`src/rtl/ecpri_resp_sched.sv`:
```
// eCPRI response scheduler.
// Queues write/read response requests from the RX parser in a small FIFO
// and launches them one at a time to the TX builder. The builder is watched
// by a watchdog while each response is in flight.
module ecpri_resp_sched #(
  parameter int DATA_WIDTH  = 8,
  parameter int QUEUE_DEPTH = 4,    // power of 2, at least 2
  parameter int TIMEOUT     = 255   // 1..255 cycles waiting for tx_done
)(
  input  logic                         clk,
  input  logic                         reset,
  input  logic                         send_write_resp,
  input  logic                         send_read_resp,
  input  logic [DATA_WIDTH-1:0]        resp_payload_len,
  output logic                         tx_start,
  output logic                         tx_type,
  output logic [DATA_WIDTH-1:0]        tx_len,
  input  logic                         tx_done,
  output logic [$clog2(QUEUE_DEPTH):0] q_level,
  output logic                         busy,
  output logic                         overflow,
  output logic                         timeout_err
);

  localparam int AW = $clog2(QUEUE_DEPTH);
  localparam int LW = AW + 1;
  localparam int EW = DATA_WIDTH + 1;  // entry = {type, len}

  typedef enum logic [1:0] {IDLE, LAUNCH, WAIT_DONE, GAP} state_t;

  state_t          state, state_nxt;
  logic [EW-1:0]   mem [QUEUE_DEPTH];
  logic [AW-1:0]   rd_ptr, wr_ptr, rd_slot;
  logic [7:0]      wait_cnt;
  logic [DATA_WIDTH-1:0] len_q;
  logic            type_q;
  logic            pop, push_wr, push_rd, drop, timeout_hit;
  logic [LW-1:0]   free_slots;
  logic [EW-1:0]   head;

  // The pop in LAUNCH frees its slot before this cycle's pushes are judged,
  // so a full FIFO still takes one request during a launch.
  assign pop        = (state == LAUNCH);
  assign free_slots = LW'(QUEUE_DEPTH) - q_level + LW'(pop);
  assign push_wr    = send_write_resp && (free_slots != '0);
  // Write goes first; the read only gets in if a second slot remains.
  assign push_rd    = send_read_resp && (free_slots > LW'(push_wr));
  assign drop       = (send_write_resp && !push_wr) || (send_read_resp && !push_rd);
  assign rd_slot    = wr_ptr + AW'(push_wr);
  assign head       = mem[rd_ptr];

  // A tx_done in the final watchdog cycle takes priority over the timeout.
  assign timeout_hit = (state == WAIT_DONE) && !tx_done &&
                       (wait_cnt == 8'(TIMEOUT - 1));

  assign tx_start = (state == LAUNCH);
  assign tx_type  = tx_start ? head[DATA_WIDTH]       : type_q;
  assign tx_len   = tx_start ? head[DATA_WIDTH-1:0]   : len_q;
  assign busy     = (state != IDLE) || (q_level != '0);

  // FIFO storage; contents need no reset since level/pointers gate them.
  always_ff @(posedge clk) begin
    if (push_wr) mem[wr_ptr]  <= {1'b0, resp_payload_len};
    if (push_rd) mem[rd_slot] <= {1'b1, resp_payload_len};
  end

  // FIFO pointers and occupancy.
  always_ff @(posedge clk or posedge reset) begin
    if (reset) begin
      wr_ptr  <= '0;
      rd_ptr  <= '0;
      q_level <= '0;
    end else begin
      wr_ptr  <= wr_ptr + AW'(push_wr) + AW'(push_rd);
      rd_ptr  <= rd_ptr + AW'(pop);
      q_level <= q_level + LW'(push_wr) + LW'(push_rd) - LW'(pop);
    end
  end

  // State register.
  always_ff @(posedge clk or posedge reset) begin
    if (reset) state <= IDLE;
    else       state <= state_nxt;
  end

  // Next-state logic.
  always_comb begin
    state_nxt = state;
    case (state)
      IDLE:      if (q_level != '0) state_nxt = LAUNCH;
      LAUNCH:    state_nxt = WAIT_DONE;
      WAIT_DONE: if (tx_done || timeout_hit) state_nxt = GAP;
      GAP:       state_nxt = IDLE;
      default:   state_nxt = IDLE;
    endcase
  end

  // Watchdog counter: cleared on launch, counts every WAIT_DONE cycle.
  always_ff @(posedge clk or posedge reset) begin
    if (reset)                   wait_cnt <= '0;
    else if (state == LAUNCH)    wait_cnt <= '0;
    else if (state == WAIT_DONE) wait_cnt <= wait_cnt + 8'd1;
  end

  // Hold the last launched type/len so the builder sees stable values.
  always_ff @(posedge clk or posedge reset) begin
    if (reset) begin
      type_q <= 1'b0;
      len_q  <= '0;
    end else if (pop) begin
      type_q <= head[DATA_WIDTH];
      len_q  <= head[DATA_WIDTH-1:0];
    end
  end

  // Sticky error flags, cleared only by reset.
  always_ff @(posedge clk or posedge reset) begin
    if (reset) begin
      overflow    <= 1'b0;
      timeout_err <= 1'b0;
    end else begin
      if (drop)        overflow    <= 1'b1;
      if (timeout_hit) timeout_err <= 1'b1;
    end
  end

endmodule

```
`config.mk`:
```
export PLATFORM = sky130hd
export DESIGN_NAME = ecpri_resp_sched
export DESIGN_NICKNAME = d
export VERILOG_FILES = /design/src/rtl/ecpri_resp_sched.sv
export SDC_FILE = /design/constraint.sdc
export NUM_CORES = 1
export LEC_CHECK = 0
export CORE_MARGIN = 3
export CORE_UTILIZATION = 45
export DETAILED_ROUTE_END_ITERATION = 10
export GPL_TIMING_DRIVEN = 1
export PLACE_DENSITY = 0.65
export SKIP_CTS_REPAIR_TIMING = 1
export SYNTH_ARGS = -nofsm -noshare
export SYNTH_HDL_FRONTEND = slang
export SYNTH_SLANG_ARGS = --single-unit
```
`constraint.sdc`:
```
create_clock -name clk -period 4.4 [get_ports clk]
set_input_delay 0.66 -clock clk [delete_from_list [all_inputs] [get_ports clk]]
set_output_delay 0.66 -clock clk [all_outputs]
set_load 0.02 [all_outputs]
```
==> flow_summary.ini, run 1 <==
[sta]
fin_crit_ps = 3784
worstMarginPinSlew_ps = 726.9
hold_ws_ps = 469.3
setup_slack_ps = 616.4
clock.fmax_mhz = 264.3
clock_skew_ps = 7.018
maxSlewHeadroom_pct = 51.54
maxSlewViolCount = 0
tns_ps = 0
period_share_pct = 85.99
hold_viol_final = 0
setup_viol = 0
rsz0062_at_grt = no

[synthesis]
synth_top_area_share_pct = 31.31
synth_top_family_by_area = simple AND/OR/NAND/NOR gates
synthMuxAreaShare_pct = 10.23
yosys.area_share.simple_pct = 11.74
synth_compound_area_share_pct = 9.825
netlist_instances = 222
synth_nets = 250
ys_warn_count = 0
syn_area_um2 = 3069
synth_fa_ha_area_share_pct = 6.604
synth_xor_area_share_pct = 2.242
seq_area_frac_synth_pct = 56.75
synth.area.top_cells = edfxtp_1 (31%), dfrtp_1 (23%), mux4_2 (6.6%), ha_1 (5.3%), and2_2 (3.9%)
synth-async-reset-ratio_pct = 43.75
synth_edf_count = 32
synth_cell_types = 44
avgSynthCellArea_um2 = 13.83
ys_ff_latch = 64
yosysTopAreaCell = edfxtp_1
synth-main-ff-cell = edfxtp_1

[worst_setup_path]
critPathLaunchType = flip-flop
cp-end-kind = flip-flop
cp_top_family = adder cells
reg2reg_slack_ps = 620
crit_top_cell = inv_1
critPathMaxFanout = 8
critPathMaxStageDelay_ps = 390
path_cells = inv_1, ha_1, inv_1, ha_1, inv_1, ha_1, nand2b_1, o21ai_2, inv_1, ha_1, o21bai_1, o21ai_0, inv_1, fa_1, fa_1, xor2_1, xnor2_1
required_ps = 4620
reg2regPathDepth = 17
critPathKind = flip-flop to flip-flop
cp.arrival_ps = 4000
r2r_start = state[1]
cp_num_buf_inv = 5
reg2reg_to = q_level[2]
cpMaxStageDelayCell = dfrtp_1

[clock_network]
cts_tree = done
cts-root-buf = clkbuf_8
cts.sinks = 64
clockBufferDepth = 2
path_clk_slew_ps = 70
cts_buffers = 9
clk_latency_ps = 340
htreeDepth = 3

[worst_hold_path]
holdPathStages = 1
min_to = overflow
hold_class = flip-flop to flip-flop
worstHoldStart = overflow

[floorplan]
die_h_um = 88.59
io_pins = 29
num_rows = 29
fp.dieW_um = 88.59
fp.coreArea_um2 = 6495
die-area_um2 = 7847
start_util_pct = 47.25

[drt]
num_vias = 1806
drc = 0
wirelength_mm = 5.322
post_drt_wl_per_cell_um = 15.65
postRouteAntennaNets = 0
vias_per_cell = 5.312
drt_iter0_markers = 73
dr.pass1.iters = 4

[finish]
fin_util_pct = 55.50
final-seq-area_um2 = 1742
n_antenna_cell = 0
nFillCells = 568
final_cell_mix = edfxtp_1 (32), clkdlybuf4s50_1 (28), dfrtp_1 (28)
multiInputGateArea_um2 = 1247
syn_to_final_growth_pct = 17.45
fin_area_um2 = 3605
final_common_cell = edfxtp_1
final-instance-count-excl-fill = 340
drive_gt1_share_pct = 22.81
final_nets = 286

[status]
status = completed

[place]
place_congestion = 0.7704
dpl_cell_area_um2 = 3441
dp.cells = 324
port_buffers = 28
post-place-ws_ps = 649.2
dp_hpwl_mm = 3.543

[grt]
antenna_found_initial = 0
grt.total_usage_pct = 15.46
grt_max_degree = 29
grt_pass1_vias = 1821
grt_pass1_wl_mm = 8.901
grt_overflow = 0

[job]
drv_cap = 0

[power]
peakVddDrop_uv = 392.1
powerDensity_nw_per_um2 = 875.2
power_mw = 3.155
p_leak_nw = 1.426
==> synthesized netlist by cell type, types with 2 or more instances <==
cell and instances:
a21oi_1 2, a22o_1 2, a31oi_1 2, and2_1 16, and2_2 16, clkbuf_1 4, dfrtp_1 28, dfxtp_1 4
edfxtp_1 32, fa_1 2, ha_1 13, inv_1 16, mux2_2 9, mux4_2 9, nand2_1 9, nand2b_1 3
nand3_1 2, nand4_1 3, nor2_1 3, o21ai_0 13, o21bai_1 2, o22ai_2 2, o2bb2ai_4 2, o31ai_1 3
or2_2 2, xnor2_1 3, xor2_1 3
==> sequential cells by signal, summed over array words and instances (netlist names) <==
signal,flops
q_level,3
mem,36
state,2
timeout_err,1
rd_ptr,2
overflow,1
type_q,1
wr_ptr,2
wait_cnt,8
len_q,8
==> kinds of logic (layout without fill, tap and decap cells) <==
group	Yosys count	in the layout
and+or+nand+nor	59	59
xor gates and xnor gates	7	7
AOI/OAI and AO/OA	37	37
buffers and inverters	21	62
adders and majority gates	15	15
muxes	19	19
DFF	64	64
==> metal layers <==
| layer | GRT usage [%] | vias up | share of wire (%) |
|---|---|---|---|
| met5 | 0 | - | 0 |
| met4 | 4.945 | 0 | 0.43 |
| met3 | 5.587 | 2 | 4.4 |
| met2 | 25.08 | 39 | 50 |
| met1 | 19.38 | 892 | 45 |
| li1 | - | 873 | - |
==> where the power goes <==
part | internal, mW | switching [mW]
Clock | 0.200 | 0.230
Sequential | 1.02 | 0.178
Combinational | 0.719 | 0.806
Total | 1.94 | 1.21
==> area by class of cell <==
class | instances | area share [%]
sequential | 64 | 48.32
multi-input combinational | 137 | 34.61
clock inverter | 6 | 1.007
inverter | 16 | 1.666
tap | 77 | 2.673
timing repair buffer | 30 | 8.192
clock buffer | 10 | 3.540
==> worst max path at each step <==
stage / startpoint / to / slack, ps / cells past startpoint
after floorplan: state[1] / q_level[2] / 460 / 18
after global placement: state[1] / q_level[2] / 750 / 17
after detailed placement: state[1] / q_level[2] / 650 / 17
after CTS: state[1] / q_level[2] / 630 / 17
after global routing: state[1] / q_level[2] / 370 / 17
final: state[1] / q_level[2] / 620 / 17
Note: power is estimated with default switching activity, not from simulation.
==> run 2, diff against run 1 <==
- PLACE_DENSITY: 0.65 -> 0.7
==> flow_summary.ini, run 2 (same netlist as run 1, synthesis figures left out) <==
[sta]
hold_viol_final = 0
worstMarginPinSlew_ps = 710.9
maxSlewViolCount = 0
tns_ps = 0
setup_viol = 0
clock.fmax_mhz = 288.1
setup_slack_ps = 929.4
period_share_pct = 78.88
maxSlewHeadroom_pct = 52.60
clock_skew_ps = 7.698
rsz0062_at_grt = no
fin_crit_ps = 3471

[place]
port_buffers = 28
dp_hpwl_mm = 3.339
dp.cells = 325
place_congestion = 0.7323
post-place-ws_ps = 959.1
dpl_cell_area_um2 = 3448

[clock_network]
clk_latency_ps = 330
cts_tree = done
cts.sinks = 64
path_clk_slew_ps = 70
htreeDepth = 3
clockBufferDepth = 2
cts_buffers = 9
cts-root-buf = clkbuf_8

[grt]
antenna_found_initial = 0
grt_overflow = 0
grt.total_usage_pct = 14.98
grt_pass1_vias = 1835
grt_pass1_wl_mm = 8.673
grt_max_degree = 29

[worst_setup_path]
critPathLaunchType = flip-flop
critPathMaxFanout = 4
reg2reg_to = q_level[2]
reg2regPathDepth = 17
critPathKind = flip-flop to flip-flop
endpoint = q_level[2]
path_cells = inv_1, ha_1, inv_1, ha_1, inv_1, ha_1, nand2b_1, o21ai_2, inv_1, ha_1, o21bai_1, o21ai_0, inv_1, fa_1, fa_1, xor2_1, xnor2_1
cpMaxStageDelayCell = fa_1
reg2reg_slack_ps = 930
critPathMaxStageDelay_ps = 390
worstSetupStartpoint = state[1]
required_ps = 4620
cp-end-kind = flip-flop
cp.arrival_ps = 3690
r2r_start = state[1]
crit_top_cell = inv_1

[power]
powerDensity_nw_per_um2 = 888.4
p_leak_nw = 1.456
power_mw = 3.259
peakVddDrop_uv = 424.2

[finish]
regMostFlops = mem
final_cell_mix = edfxtp_1 (32), clkdlybuf4s50_1 (28), dfrtp_1 (28)
final-instance-count-excl-fill = 341
n_antenna_cell = 0
fin_area_um2 = 3669
final_nets = 287
largestRegisters = mem: 36 flops, len_q: 8 flops, wait_cnt: 8 flops
syn_to_final_growth_pct = 19.53
largest_reg_flops = 36
final_common_cell = edfxtp_1
drive_gt1_share_pct = 23.86

[drt]
post_drt_wl_per_cell_um = 14.67
wirelength_mm = 5.002
drc = 0
vias_per_cell = 5.238
postRouteAntennaNets = 0
drt_iter0_markers = 72
dr.pass1.iters = 4
num_vias = 1786

[worst_hold_path]
hold_class = flip-flop to flip-flop

[floorplan]
io_pins = 29
fp.dieW_um = 88.59
die_h_um = 88.59
start_util_pct = 47.25
fp.coreArea_um2 = 6495
die-area_um2 = 7847
num_rows = 29

[status]
status = completed

[job]
drv_cap = 0
## run 2: cell count changes in the layout (fill, tap and decap cells not counted), sizes merged
| cell | delta |
|---|---|
| buf | +1 |
| bufinv | +2 |
| clkbuf | -1 |
| clkinv | -1 |
## run 2: per-layer routing
layer / part of all wire, % / global-route usage [%]
met3: 4.6 / 4.749
met2: 51 / 25.70
met1: 43 / 18.10
met4: 0.62 / 4.533
met5: 0 / 0
## run 2: critical path: cells and delay by family (launching register included)
family,cells,cell delay [ps]
AO/OA/AOI/OAI,3,390
XOR/XNOR,2,280
adder cells (fa/ha/maj),6,1680
buffers and inverters,5,430
flip-flops,1,380
AND/OR/NAND/NOR,1,190
## run 2: final cells by class
type	instances	area [um2]
timing repair buffer	31	302.8
clock buffer	9	123.9
tap	77	96.34
inverter	16	60.06
sequential	64	1742
multi-input combinational	137	1247
clock inverter	7	96.34
fill	542	2826
## run 2: worst min-delay path by stage
stage | start | slack (ps) | cells after the start | to
2_1_floorplan | mem[0][8] | 440 | 2 | mem[0][8]
3_3_place_gp | overflow | 450 | 1 | overflow
4_1_cts | overflow | 480 | 1 | overflow
3_5_place_dp | overflow | 460 | 1 | overflow
6_report | overflow | 470 | 1 | overflow
5_1_grt | overflow | 480 | 1 | overflow
## run 2: through the flow
step                      util [%]  hold WS (ps)
after floorplan                  -         436.8
after global placement       53.09         449.9
final                        56.48         469.6
after CTS                    56.48         476.1
after detailed placement     53.09         457.0
after global routing         56.48         484.6
## run 2: report_power, final
group / leakage [nW] / switching (mW) / internal [mW]
clock network: 0.101 / 0.233 / 0.319
logic: 0.680 / 0.791 / 0.725
registers: 0.675 / 0.172 / 1.02
total: 1.46 / 1.19 / 2.06
==> run 3, diff against run 2 <==
- clock period: 4.4 -> 3.35 ns (I/O delays scaled with it)
==> flow_summary.ini, run 3 (same netlist as run 1, synthesis figures left out) <==
[floorplan]
fp.dieW_um = 88.59
fp.coreArea_um2 = 6495
io_pins = 29
die-area_um2 = 7847
die_h_um = 88.59
num_rows = 29
start_util_pct = 47.25

[finish]
largest_reg_flops = 36
largestRegisters = mem: 36 flops, len_q: 8 flops, wait_cnt: 8 flops
drive_gt1_share_pct = 29.74
nFillCells = 514
n_antenna_cell = 0
final_common_cell = edfxtp_1
final_cell_mix = edfxtp_1 (32), clkdlybuf4s50_1 (28), dfrtp_1 (28), and2_2 (16), and2_1 (16)
final-instance-count-excl-fill = 346
fin_area_um2 = 3799
syn_to_final_growth_pct = 23.77
final_nets = 292
fin_util_pct = 58.49
regMostFlops = mem

[place]
dp.cells = 330
post-place-ws_ps = 179.2
port_buffers = 28
place_congestion = 0.7551
dpl_cell_area_um2 = 3572
dp_hpwl_mm = 3.639

[grt]
grt_pass1_wl_mm = 9.183
grt_max_degree = 29
antenna_found_initial = 0
grt_overflow = 0
grt.total_usage_pct = 15.78
grt_pass1_vias = 1946

[worst_setup_path]
cpMaxStageDelayCell = dfrtp_1
critPathMaxFanout = 4
cp_top_family = adder cells
r2r_start = state[1]
cp-end-kind = flip-flop
cp.arrival_ps = 3390
crit_top_cell = ha_4
required_ps = 3580
path_cells = inv_2, ha_4, inv_6, ha_4, inv_2, ha_4, nand2b_4, o21ai_4, inv_2, ha_4, o21bai_4, o21ai_1, inv_1, fa_2, fa_2, xor2_1, xnor2_1
cp_num_cells = 17
reg2regPathDepth = 17
cp_num_buf_inv = 5
critPathLaunchType = flip-flop
worstSetupStartpoint = state[1]
critPathMaxStageDelay_ps = 390
critPathKind = flip-flop to flip-flop

[clock_network]
clk_latency_ps = 340
path_clk_slew_ps = 70
cts-root-buf = clkbuf_8
cts_tree = done
cts_buffers = 9
cts.sinks = 64
htreeDepth = 3
clockBufferDepth = 2

[drt]
vias_per_cell = 5.199
wirelength_mm = 5.246
postRouteAntennaNets = 0
num_vias = 1799
drt_iter0_markers = 89
dr.pass1.iters = 4
post_drt_wl_per_cell_um = 15.16
drc = 0

[worst_hold_path]
holdPathStages = 1
worstHoldStart = timeout_err
hold_class = flip-flop to flip-flop

[sta]
rsz0062_at_grt = no
hold_ws_ps = 473.4
maxSlewHeadroom_pct = 58.54
maxSlewViolCount = 0
clock_skew_ps = 10.83
setup_slack_ps = 186.4
tns_ps = 0
clock.fmax_mhz = 316.1
worstMarginPinSlew_ps = 621.9
period_share_pct = 94.44
hold_viol_final = 0
fin_crit_ps = 3164
setup_viol = 0

[status]
status = completed

[power]
powerDensity_nw_per_um2 = 1211
peakVddDrop_uv = 557.7
p_leak_nw = 1.496
power_mw = 4.599

[job]
drv_cap = 0
run 3: final cells by class:
type,instances,area (um2),area share (%)
multi-input cells,137,1329,34.98
clock buffers,9,123.9,3.261
well taps,77,96.34,2.536
repair buffers,36,340.3,8.959
clock inverters,7,102.6,2.701
inverters,16,65.06,1.713
flip-flops and latches,64,1742,45.85
run 3: path summary, 6_finish.rpt:
kind                          endpoint  slack, ps
setup reg to reg            q_level[2]        190
max in group asynchronous  wait_cnt[0]       2550
hold / removal             timeout_err        470
hold reg to reg            timeout_err        470
setup / recovery            q_level[2]        190
min in group asynchronous     len_q[3]        530
run 3: worst register-to-register path, delay by kind of cell, from the launching register on:
kind                       cells  cell delay, ps
and+or+nand+nor                1             150
adders and majority gates      6            1530
DFF                            1             390
buffers and inverters          5             350
AOI/OAI and AO/OA              3             350
xor gates and xnor gates       2             290
run 3: power by group:
part | switching, mW | internal, mW | total [mW] | leakage, nW
combinational | 1.14 | 1.14 | 2.28 | 0.710
clock | 0.322 | 0.426 | 0.748 | 0.110
sequential | 0.235 | 1.34 | 1.57 | 0.675
run 3: routing by layer:
metal,share of wire (%),vias to the layer above,global-route usage (%)
met2,52,36,27.40
met4,0.99,0,5.357
li1,-,887,-
met5,0,-,0
met3,3.7,5,4.842
met1,44,871,18.61
